### src/rtl/id_ex_stage.sv
// ---------------------------------------------------------------------------
// id_ex_stage
//
// ID/EX pipeline register and EX operand feed of the 64-bit RISC-V pipeline.
// It captures the decoded instruction once per cycle and registers a 4-bit
// ALU control code. It forwards operands from EX/MEM and MEM/WB, and detects
// load-use hazards, which insert a bubble while IF/ID holds upstream.
//
// Ports
//   clk, reset               clock, synchronous active-high reset
//   stall                    hold all ID/EX state
//   flush                    load a bubble (taken branch)
//   id_valid                 ID slot holds a real instruction
//   id_pc/id_rs1_data/
//   id_rs2_data/id_imm       decoded XLEN-wide values
//   id_rs1/id_rs2/id_rd      register addresses
//   id_funct3/id_funct7_b5/
//   id_alu_op                ALU decode inputs
//   id_alu_src ... id_branch decoded control bits
//   exmem_*/memwb_*          forwarding sources
//   load_use_hazard          combinational; upstream holds IF/ID while high
//   ex_* (control/rd/pc/imm/alu_ctrl)  registered EX-stage fields
//   ex_alu_a/ex_alu_b/ex_store_data/ex_branch_target  combinational operands
// ---------------------------------------------------------------------------
module id_ex_stage #(
    parameter int unsigned XLEN = 64,
    parameter int unsigned RA_W = 5
) (
    input  logic            clk,
    input  logic            reset,
    input  logic            stall,
    input  logic            flush,
    input  logic            id_valid,
    input  logic [XLEN-1:0] id_pc,
    input  logic [XLEN-1:0] id_rs1_data,
    input  logic [XLEN-1:0] id_rs2_data,
    input  logic [XLEN-1:0] id_imm,
    input  logic [RA_W-1:0] id_rs1,
    input  logic [RA_W-1:0] id_rs2,
    input  logic [RA_W-1:0] id_rd,
    input  logic [2:0]      id_funct3,
    input  logic            id_funct7_b5,
    input  logic [1:0]      id_alu_op,
    input  logic            id_alu_src,
    input  logic            id_reg_write,
    input  logic            id_mem_read,
    input  logic            id_mem_write,
    input  logic            id_mem_to_reg,
    input  logic            id_branch,
    input  logic            exmem_reg_write,
    input  logic [RA_W-1:0] exmem_rd,
    input  logic [XLEN-1:0] exmem_result,
    input  logic            memwb_reg_write,
    input  logic [RA_W-1:0] memwb_rd,
    input  logic [XLEN-1:0] memwb_result,
    output logic            load_use_hazard,
    output logic            ex_valid,
    output logic            ex_reg_write,
    output logic            ex_mem_read,
    output logic            ex_mem_write,
    output logic            ex_mem_to_reg,
    output logic            ex_branch,
    output logic [RA_W-1:0] ex_rd,
    output logic [XLEN-1:0] ex_pc,
    output logic [XLEN-1:0] ex_imm,
    output logic [3:0]      ex_alu_ctrl,
    output logic [XLEN-1:0] ex_alu_a,
    output logic [XLEN-1:0] ex_alu_b,
    output logic [XLEN-1:0] ex_store_data,
    output logic [XLEN-1:0] ex_branch_target
);

    localparam logic [3:0] ALU_AND = 4'b0000;
    localparam logic [3:0] ALU_OR  = 4'b0001;
    localparam logic [3:0] ALU_ADD = 4'b0010;
    localparam logic [3:0] ALU_SUB = 4'b0110;

    // Control bits
    logic valid_q, valid_d;
    logic alu_src_q, alu_src_d;
    logic reg_write_q, reg_write_d;
    logic mem_read_q, mem_read_d;
    logic mem_write_q, mem_write_d;
    logic mem_to_reg_q, mem_to_reg_d;
    logic branch_q, branch_d;
    logic [RA_W-1:0] rd_q, rd_d;
    logic [3:0]      alu_ctrl_q, alu_ctrl_d;
    // Data fields
    logic [RA_W-1:0] rs1_q, rs1_d;
    logic [RA_W-1:0] rs2_q, rs2_d;
    logic [XLEN-1:0] pc_q, pc_d;
    logic [XLEN-1:0] imm_q, imm_d;
    logic [XLEN-1:0] rs1_data_q, rs1_data_d;
    logic [XLEN-1:0] rs2_data_q, rs2_data_d;

    logic [3:0]      alu_ctrl_dec;
    logic [XLEN-1:0] fwd_rs1;
    logic [XLEN-1:0] fwd_rs2;

    // ALU control decode from alu_op / funct3 / funct7[5]
    always_comb begin
        alu_ctrl_dec = ALU_ADD;
        case (id_alu_op)
            2'b00: alu_ctrl_dec = ALU_ADD;
            2'b01: alu_ctrl_dec = ALU_SUB;
            default: begin
                case (id_funct3)
                    3'b111: alu_ctrl_dec = ALU_AND;
                    3'b110: alu_ctrl_dec = ALU_OR;
                    // Only R-type uses funct7[5] to pick sub; addi ignores it
                    3'b000: alu_ctrl_dec = (id_alu_op == 2'b10 && id_funct7_b5)
                                           ? ALU_SUB : ALU_ADD;
                    default: alu_ctrl_dec = ALU_ADD;
                endcase
            end
        endcase
    end

    assign load_use_hazard = valid_q & mem_read_q & (rd_q != '0) & id_valid &
                             ((rd_q == id_rs1) | (rd_q == id_rs2));

    // Priority: flush > stall > hazard > normal. Flush overrides a stall,
    // so the load path is taken whenever flush is set or stall is clear.
    always_comb begin
        valid_d      = valid_q;
        alu_src_d    = alu_src_q;
        reg_write_d  = reg_write_q;
        mem_read_d   = mem_read_q;
        mem_write_d  = mem_write_q;
        mem_to_reg_d = mem_to_reg_q;
        branch_d     = branch_q;
        rd_d         = rd_q;
        alu_ctrl_d   = alu_ctrl_q;
        rs1_d        = rs1_q;
        rs2_d        = rs2_q;
        pc_d         = pc_q;
        imm_d        = imm_q;
        rs1_data_d   = rs1_data_q;
        rs2_data_d   = rs2_data_q;
        if (flush || !stall) begin
            rs1_d      = id_rs1;
            rs2_d      = id_rs2;
            pc_d       = id_pc;
            imm_d      = id_imm;
            rs1_data_d = id_rs1_data;
            rs2_data_d = id_rs2_data;
            if (flush || load_use_hazard || !id_valid) begin
                valid_d      = 1'b0;
                alu_src_d    = 1'b0;
                reg_write_d  = 1'b0;
                mem_read_d   = 1'b0;
                mem_write_d  = 1'b0;
                mem_to_reg_d = 1'b0;
                branch_d     = 1'b0;
                rd_d         = '0;
                alu_ctrl_d   = ALU_ADD;
            end else begin
                valid_d      = 1'b1;
                alu_src_d    = id_alu_src;
                reg_write_d  = id_reg_write;
                mem_read_d   = id_mem_read;
                mem_write_d  = id_mem_write;
                mem_to_reg_d = id_mem_to_reg;
                branch_d     = id_branch;
                rd_d         = id_rd;
                alu_ctrl_d   = alu_ctrl_dec;
            end
        end
    end

    always_ff @(posedge clk) begin
        if (reset) begin
            valid_q      <= 1'b0;
            alu_src_q    <= 1'b0;
            reg_write_q  <= 1'b0;
            mem_read_q   <= 1'b0;
            mem_write_q  <= 1'b0;
            mem_to_reg_q <= 1'b0;
            branch_q     <= 1'b0;
            rd_q         <= '0;
            alu_ctrl_q   <= ALU_ADD;
            rs1_q        <= '0;
            rs2_q        <= '0;
            pc_q         <= '0;
            imm_q        <= '0;
            rs1_data_q   <= '0;
            rs2_data_q   <= '0;
        end else begin
            valid_q      <= valid_d;
            alu_src_q    <= alu_src_d;
            reg_write_q  <= reg_write_d;
            mem_read_q   <= mem_read_d;
            mem_write_q  <= mem_write_d;
            mem_to_reg_q <= mem_to_reg_d;
            branch_q     <= branch_d;
            rd_q         <= rd_d;
            alu_ctrl_q   <= alu_ctrl_d;
            rs1_q        <= rs1_d;
            rs2_q        <= rs2_d;
            pc_q         <= pc_d;
            imm_q        <= imm_d;
            rs1_data_q   <= rs1_data_d;
            rs2_data_q   <= rs2_data_d;
        end
    end

    // EX/MEM is younger than MEM/WB, so it wins; x0 is never forwarded
    always_comb begin
        fwd_rs1 = rs1_data_q;
        if (exmem_reg_write && exmem_rd != '0 && exmem_rd == rs1_q)
            fwd_rs1 = exmem_result;
        else if (memwb_reg_write && memwb_rd != '0 && memwb_rd == rs1_q)
            fwd_rs1 = memwb_result;
    end

    always_comb begin
        fwd_rs2 = rs2_data_q;
        if (exmem_reg_write && exmem_rd != '0 && exmem_rd == rs2_q)
            fwd_rs2 = exmem_result;
        else if (memwb_reg_write && memwb_rd != '0 && memwb_rd == rs2_q)
            fwd_rs2 = memwb_result;
    end

    assign ex_valid         = valid_q;
    assign ex_reg_write     = reg_write_q;
    assign ex_mem_read      = mem_read_q;
    assign ex_mem_write     = mem_write_q;
    assign ex_mem_to_reg    = mem_to_reg_q;
    assign ex_branch        = branch_q;
    assign ex_rd            = rd_q;
    assign ex_pc            = pc_q;
    assign ex_imm           = imm_q;
    assign ex_alu_ctrl      = alu_ctrl_q;
    assign ex_alu_a         = fwd_rs1;
    assign ex_alu_b         = alu_src_q ? imm_q : fwd_rs2;
    assign ex_store_data    = fwd_rs2;
    assign ex_branch_target = pc_q + imm_q;

endmodule

### config.mk
export PLATFORM = sky130hd
export DESIGN_NAME = id_ex_stage
export DESIGN_NICKNAME = d
export VERILOG_FILES = /design/src/rtl/id_ex_stage.sv
export SDC_FILE = /design/constraint.sdc
export NUM_CORES = 1
export LEC_CHECK = 0
export CAP_MARGIN = 15
export CORE_AREA = 10 10 314 316
export CTS_BUF_LIST = sky130_fd_sc_hd__clkbuf_4
export DETAILED_ROUTE_END_ITERATION = 8
export DIE_AREA = 0 0 324 326
export GPL_TIMING_DRIVEN = 1
export PLACE_DENSITY = 0.47
export SLEW_MARGIN = 30
export SYNTH_ARGS = -nofsm -noshare
export SYNTH_HDL_FRONTEND = slang
export SYNTH_SLANG_ARGS = --single-unit
### constraint.sdc
create_clock -name clk -period 4.3 [get_ports clk]
set_clock_uncertainty 0.1 [all_clocks]
set_input_delay 0.43 -clock clk [delete_from_list [all_inputs] [get_ports clk]]
set_output_delay 0.43 -clock clk [all_outputs]
set_load 0.02 [all_outputs]
# Word level (Yosys, flattened, before mapping)
# Index checks and enable logic that the tools add are counted.
# totals
latchBits	0
reg_bits	282
n_memories	0
ram_bits	0
mem_bits_ro	0
# op_classes
n_addsub	1
n_mul	0
n_mux	17
bitwise_logic	5
magnitude_cmp	0
n_reduce_logical	17
n_eq_ne	10
shift	0
n_div	0
# op_table
cell	count
64-bit two-way mux	5
64-bit adder	1
5-bit equality test	6
5-bit nonzero test	3
3-bit case mux with 3 select lines	1
1-bit logical AND	7
1-bit two-way mux	7
3-bit equality test (second input constant)	2
3-bit case mux with 2 select lines	1
5-bit two-way mux	1
1-bit AND	4
4-bit two-way mux	1
3-bit zero test	1
1-bit logical OR	3
3-bit two-way mux	1
2-bit by 1-bit equality test with 1-bit output (second input constant)	1
2-bit equality test (second input constant)	1
1-bit zero test	2
2-bit zero test	1
1-bit bitwise OR	1

# Depth between registers and ports, before layout
# depth
word_depth	7
depth_mapped	11
depth_no_buf	11

# Worst setup path before layout
# OpenSTA, ideal clock, no wires.
# synth_timing
path_type	flip-flop to output port
startpoint	register pc_q[0] (netlist: ex_pc[0])
endpoint	output port ex_branch_target[44]
arrival_time_ns	3.026
path_buffers	0
setup_slack_ns	0.744
stages_incl_launch_ff	12
path_cell_list	dfxtp_1 ha_1 fa_1 a21oi_1 nor2_1 nor4_1 nor2_1 a21oi_1 a21oi_1 a211oi_1 o41ai_1 xor2_1
# synth_between
elab_chain_len	1
# synth_rtl
element	line_no	source
start: declaration	91	logic [XLEN-1:0] pc_q, pc_d;
start signal: assignment	200	pc_q <= pc_d;
64-bit adder	237	assign ex_branch_target = pc_q + imm_q;
end: declaration	70	output logic [XLEN-1:0] ex_branch_target
# Every way passes these cells.

# Worst setup path after layout
# layout_timing
startpoint	register pc_q[0] (netlist: ex_pc[0])
endpoint	output port ex_branch_target[56]
# The elaborated chain is that of the path after synthesis.

==> run_results.csv <==
group,metric,value,unit
final_layout,layout_common_cells,"clkdlybuf4s50_1 (742), nand2_1 (706), dlygate4sd3_1 (368), a21oi_1 (331), dfxtp_1 (231)",
floorplanning,io_pins,828,
global_routing,antenna_found_initial,27,
synth,muxShareOfSynthArea,0.1189,
setup_path,cp.required,3770,ps
placed_design,place_hpwl,93.49,mm
setup_path,critical_path_class,"flop to output port",
timing,slew_violations,0,
final_layout,final_area,0.03369,mm2
floorplanning,dieArea,0.1056,mm2
timing,final_hold_viol_count,0,
final_layout,drive_gt1_frac,0.1641,
outcome,status,"finished with violations",
global_routing,grtUsageMet2,0.3477,
global_routing,grtUsageMet1,0.2795,
final_layout,fillCellCount,9804,
cts,cts.htree.levels,3,
cts,cts_tree,"built",
synth,synth-async-reset-ratio,0,
placed_design,placed_area,0.02751,mm2
final_layout,final_common_cell,"clkdlybuf4s50_1",
detailed_routing,drc_errors,0,
timing,min_period_over_period,1.006,
setup_path,arrival,3800,ps
cts,clock_latency,890,ps
synth,yosysSeqAreaShare,0.3324,
synth,synthCells,2309,
timing,setup_viol,1,
cts,cts_buffer_depth,3,
cts,clock_sinks,281,
synth,synth.largest_area_cell,"dfxtp_1",
timing,max_freq,231.1,MHz
power_and_ir_drop,power_leakage,13.69,nW
detailed_routing,antenna_left,0,
synth,synth_compound_area_frac,0.2074,
final_layout,fin_util,0.3643,
floorplanning,row_count,112,
floorplanning,core-area,0.09249,mm2
synth,synth_top_area_frac,0.3324,
synth,synth_top_flop_cell,"dfxtp_1",
setup_path,cp_max_fo,4,
placed_design,numPortBuffers,826,
synth,yosys.area_share.simple,0.2059,
flow_run,maxCapViolations,0,
floorplanning,start_util,0.1830,
synth,ys_ff_latch,281,
global_routing,grt_pass1_wl,166.4,mm
global_routing,globalRouteMet3Util,0.06014,
global_routing,grt_max_degree,130,
setup_path,crit_path_end_kind,"output port",
detailed_routing,routed-via-count,21964,
detailed_routing,wl_per_cell,24.32,um
synth,syn_avg_cell_area,7.329,um2
timing,slew_headroom,0.3336,
timing,fin_crit,4327,ps
global_routing,grt-busiest-layer,"met2",
final_layout,area_growth,99.10,%
cts,cts_buffers,92,
final_layout,seq_area,0.005720,mm2
setup_path,reg2reg_slack,1830,ps
cts,cts-root-buf,"clkbuf_4",
timing,fin_ws,-27.08,ps
floorplanning,die_w,324,um
synth,synth_area_leaders,"dfxtp_1 (33%), nand2_1 (16%), a21oi_1 (10%)",
final_layout,fin_nets,4122,
timing,rsz0062_at_grt,"yes",
power_and_ir_drop,ir_drop,0.1840,mV
timing,worstMarginPinSlew,999.6,ps
outcome,violations,"negative setup slack",
synth,synth_fp_nets,2801,
global_routing,first_global_vias,22584,
synth,synth_edf_count,0,
cts,path_clk_slew,70,ps
synth,synth_cell_type_count,64,
detailed_routing,viasPerCell,4.484,
detailed_routing,drtIter0Drc,1485,
worst_hold_path,worstHoldPathType,"input pin to flop",
global_routing,overflow,0,
detailed_routing,wirelength,119.1,mm
synth,yosys_warnings,0,
synth,synth_area,0.01692,mm2
power_and_ir_drop,power.density,269.7,mW/mm2
floorplanning,die_h,326,um
detailed_routing,drt-pass1-iter-count,5,
synth,synth_top_family_by_area,"compound AO/OA/AOI/OAI gates",
setup_path,start_kind,"flop",
synth,synthAdderAreaFrac,0.04776,
final_layout,multiInputGateArea,0.01157,mm2
placed_design,globalplace.congestion,0.9369,
synth,synth_xor_area_frac,0.04658,
global_routing,groute.usage.overall,0.2156,
==> power breakdown <==
part	internal, W	switching (W)
Sequential	0.00277	0.000194
Combinational	0.00160	0.00163
Clock	0.00153	0.00137
Total	0.00589	0.00320
==> area by class of cell <==
type                            instances  area share
Tap cell                             1197     0.04445
Antenna cell                           14    0.001040
Sequential cell                       281      0.1698
Inverter                               17    0.001894
Clock buffer                          127     0.02830
Timing Repair Buffer                 1391      0.4060
Clock inverter                         24    0.005273
Multi-Input combinational cell       1847      0.3433
==> logic make-up after synthesis <==
kind of cell             count (synthesis)
AO/OA/AOI/OAI                          634
XOR/XNOR                                90
adder cells (fa/ha/maj)                 64
buffers and inverters                  181
flip-flops                             281
multiplexers                           193
other                                    1
AND/OR/NAND/NOR                        865
==> critical path, stage by stage (launching register included) <==
cell and delay, ps:
dfxtp_2 340, ha_4 160, fa_2 360, a21oi_4 190, nor2_4 70, nor4_4 310, nor2_1 100, a21oi_1 150
buf_4 190, buf_6 100, o311a_4 210, o221ai_4 140, a21bo_2 250, xor2_1 150, buf_4 170
==> cells in the mapped netlist, types with 4 or more instances <==
library cell    n
a21oi_1       344
buf_1           5
or3_1           4
a31oi_1         9
nor2_1         54
nor2b_1        11
inv_1          17
xnor2_1        53
o21a_1          9
clkbuf_1      152
xor2_1         37
and3_1          7
o21bai_1       13
mux2_2         63
dfxtp_1       281
a21boi_0        6
buf_2           6
mux2i_1       129
nand4_1        16
nand2_1       707
o211ai_1        4
o21ai_0       171
nand3_1        23
a22oi_1        12
a21o_1         31
nor3_1         14
ha_1           63
nor4_1          8
==> what timing repair did <==
action / CTS / global route
pin swaps: 45 / 45
gates cloned: 3 / 0
gates resized for setup: 339 / 133
endpoints found under the setup margin: 240 / 65
buffers inserted: 24 / 17
hold buffers: 368 / 0
hold endpoints to repair: 270 / 0
==> layer usage <==
metal | part of all wire | routed length [um] | up-vias
li1 | - | - | 10658
met1 | 0.44 | 52500 | 10370
met2 | 0.46 | 54840 | 787
met3 | 0.076 | 9053 | 145
met4 | 0.023 | 2709 | 4
met5 | 0.00018 | 22 | -
==> metrics by stage <==
step / cells / hold WS (ps) / setup TNS (ps) / setup slack, ps / power, W
floorplan: 2309 / 331.2 / 0 / 743.6 / 0.004115
global route: 4895 / 34.35 / -2419 / -274.6 / 0.009561
global placement: 4326 / 338.0 / -959.0 / -256.6 / 0.005848
finish: 4898 / 163.7 / -27.08 / -27.08 / 0.009085
CTS: 4869 / 1.164 / -1677 / -283.3 / 0.009179
detailed placement: 4326 / 343.0 / -707.4 / -174.9 / 0.005835
==> final timing paths <==
check / startpoint / to / cells past startpoint
worst max-delay path: ex_pc[0] / ex_branch_target[56] / 14
worst min-delay path: id_rd[2] / ex_rd[2] / 3
worst max register to register: ex_rd[0] / ex_alu_ctrl[0] / 9
worst min register to register: rs1_data_q[20] / rs1_data_q[20] / 2
Power figures use the tool's default switching activity.
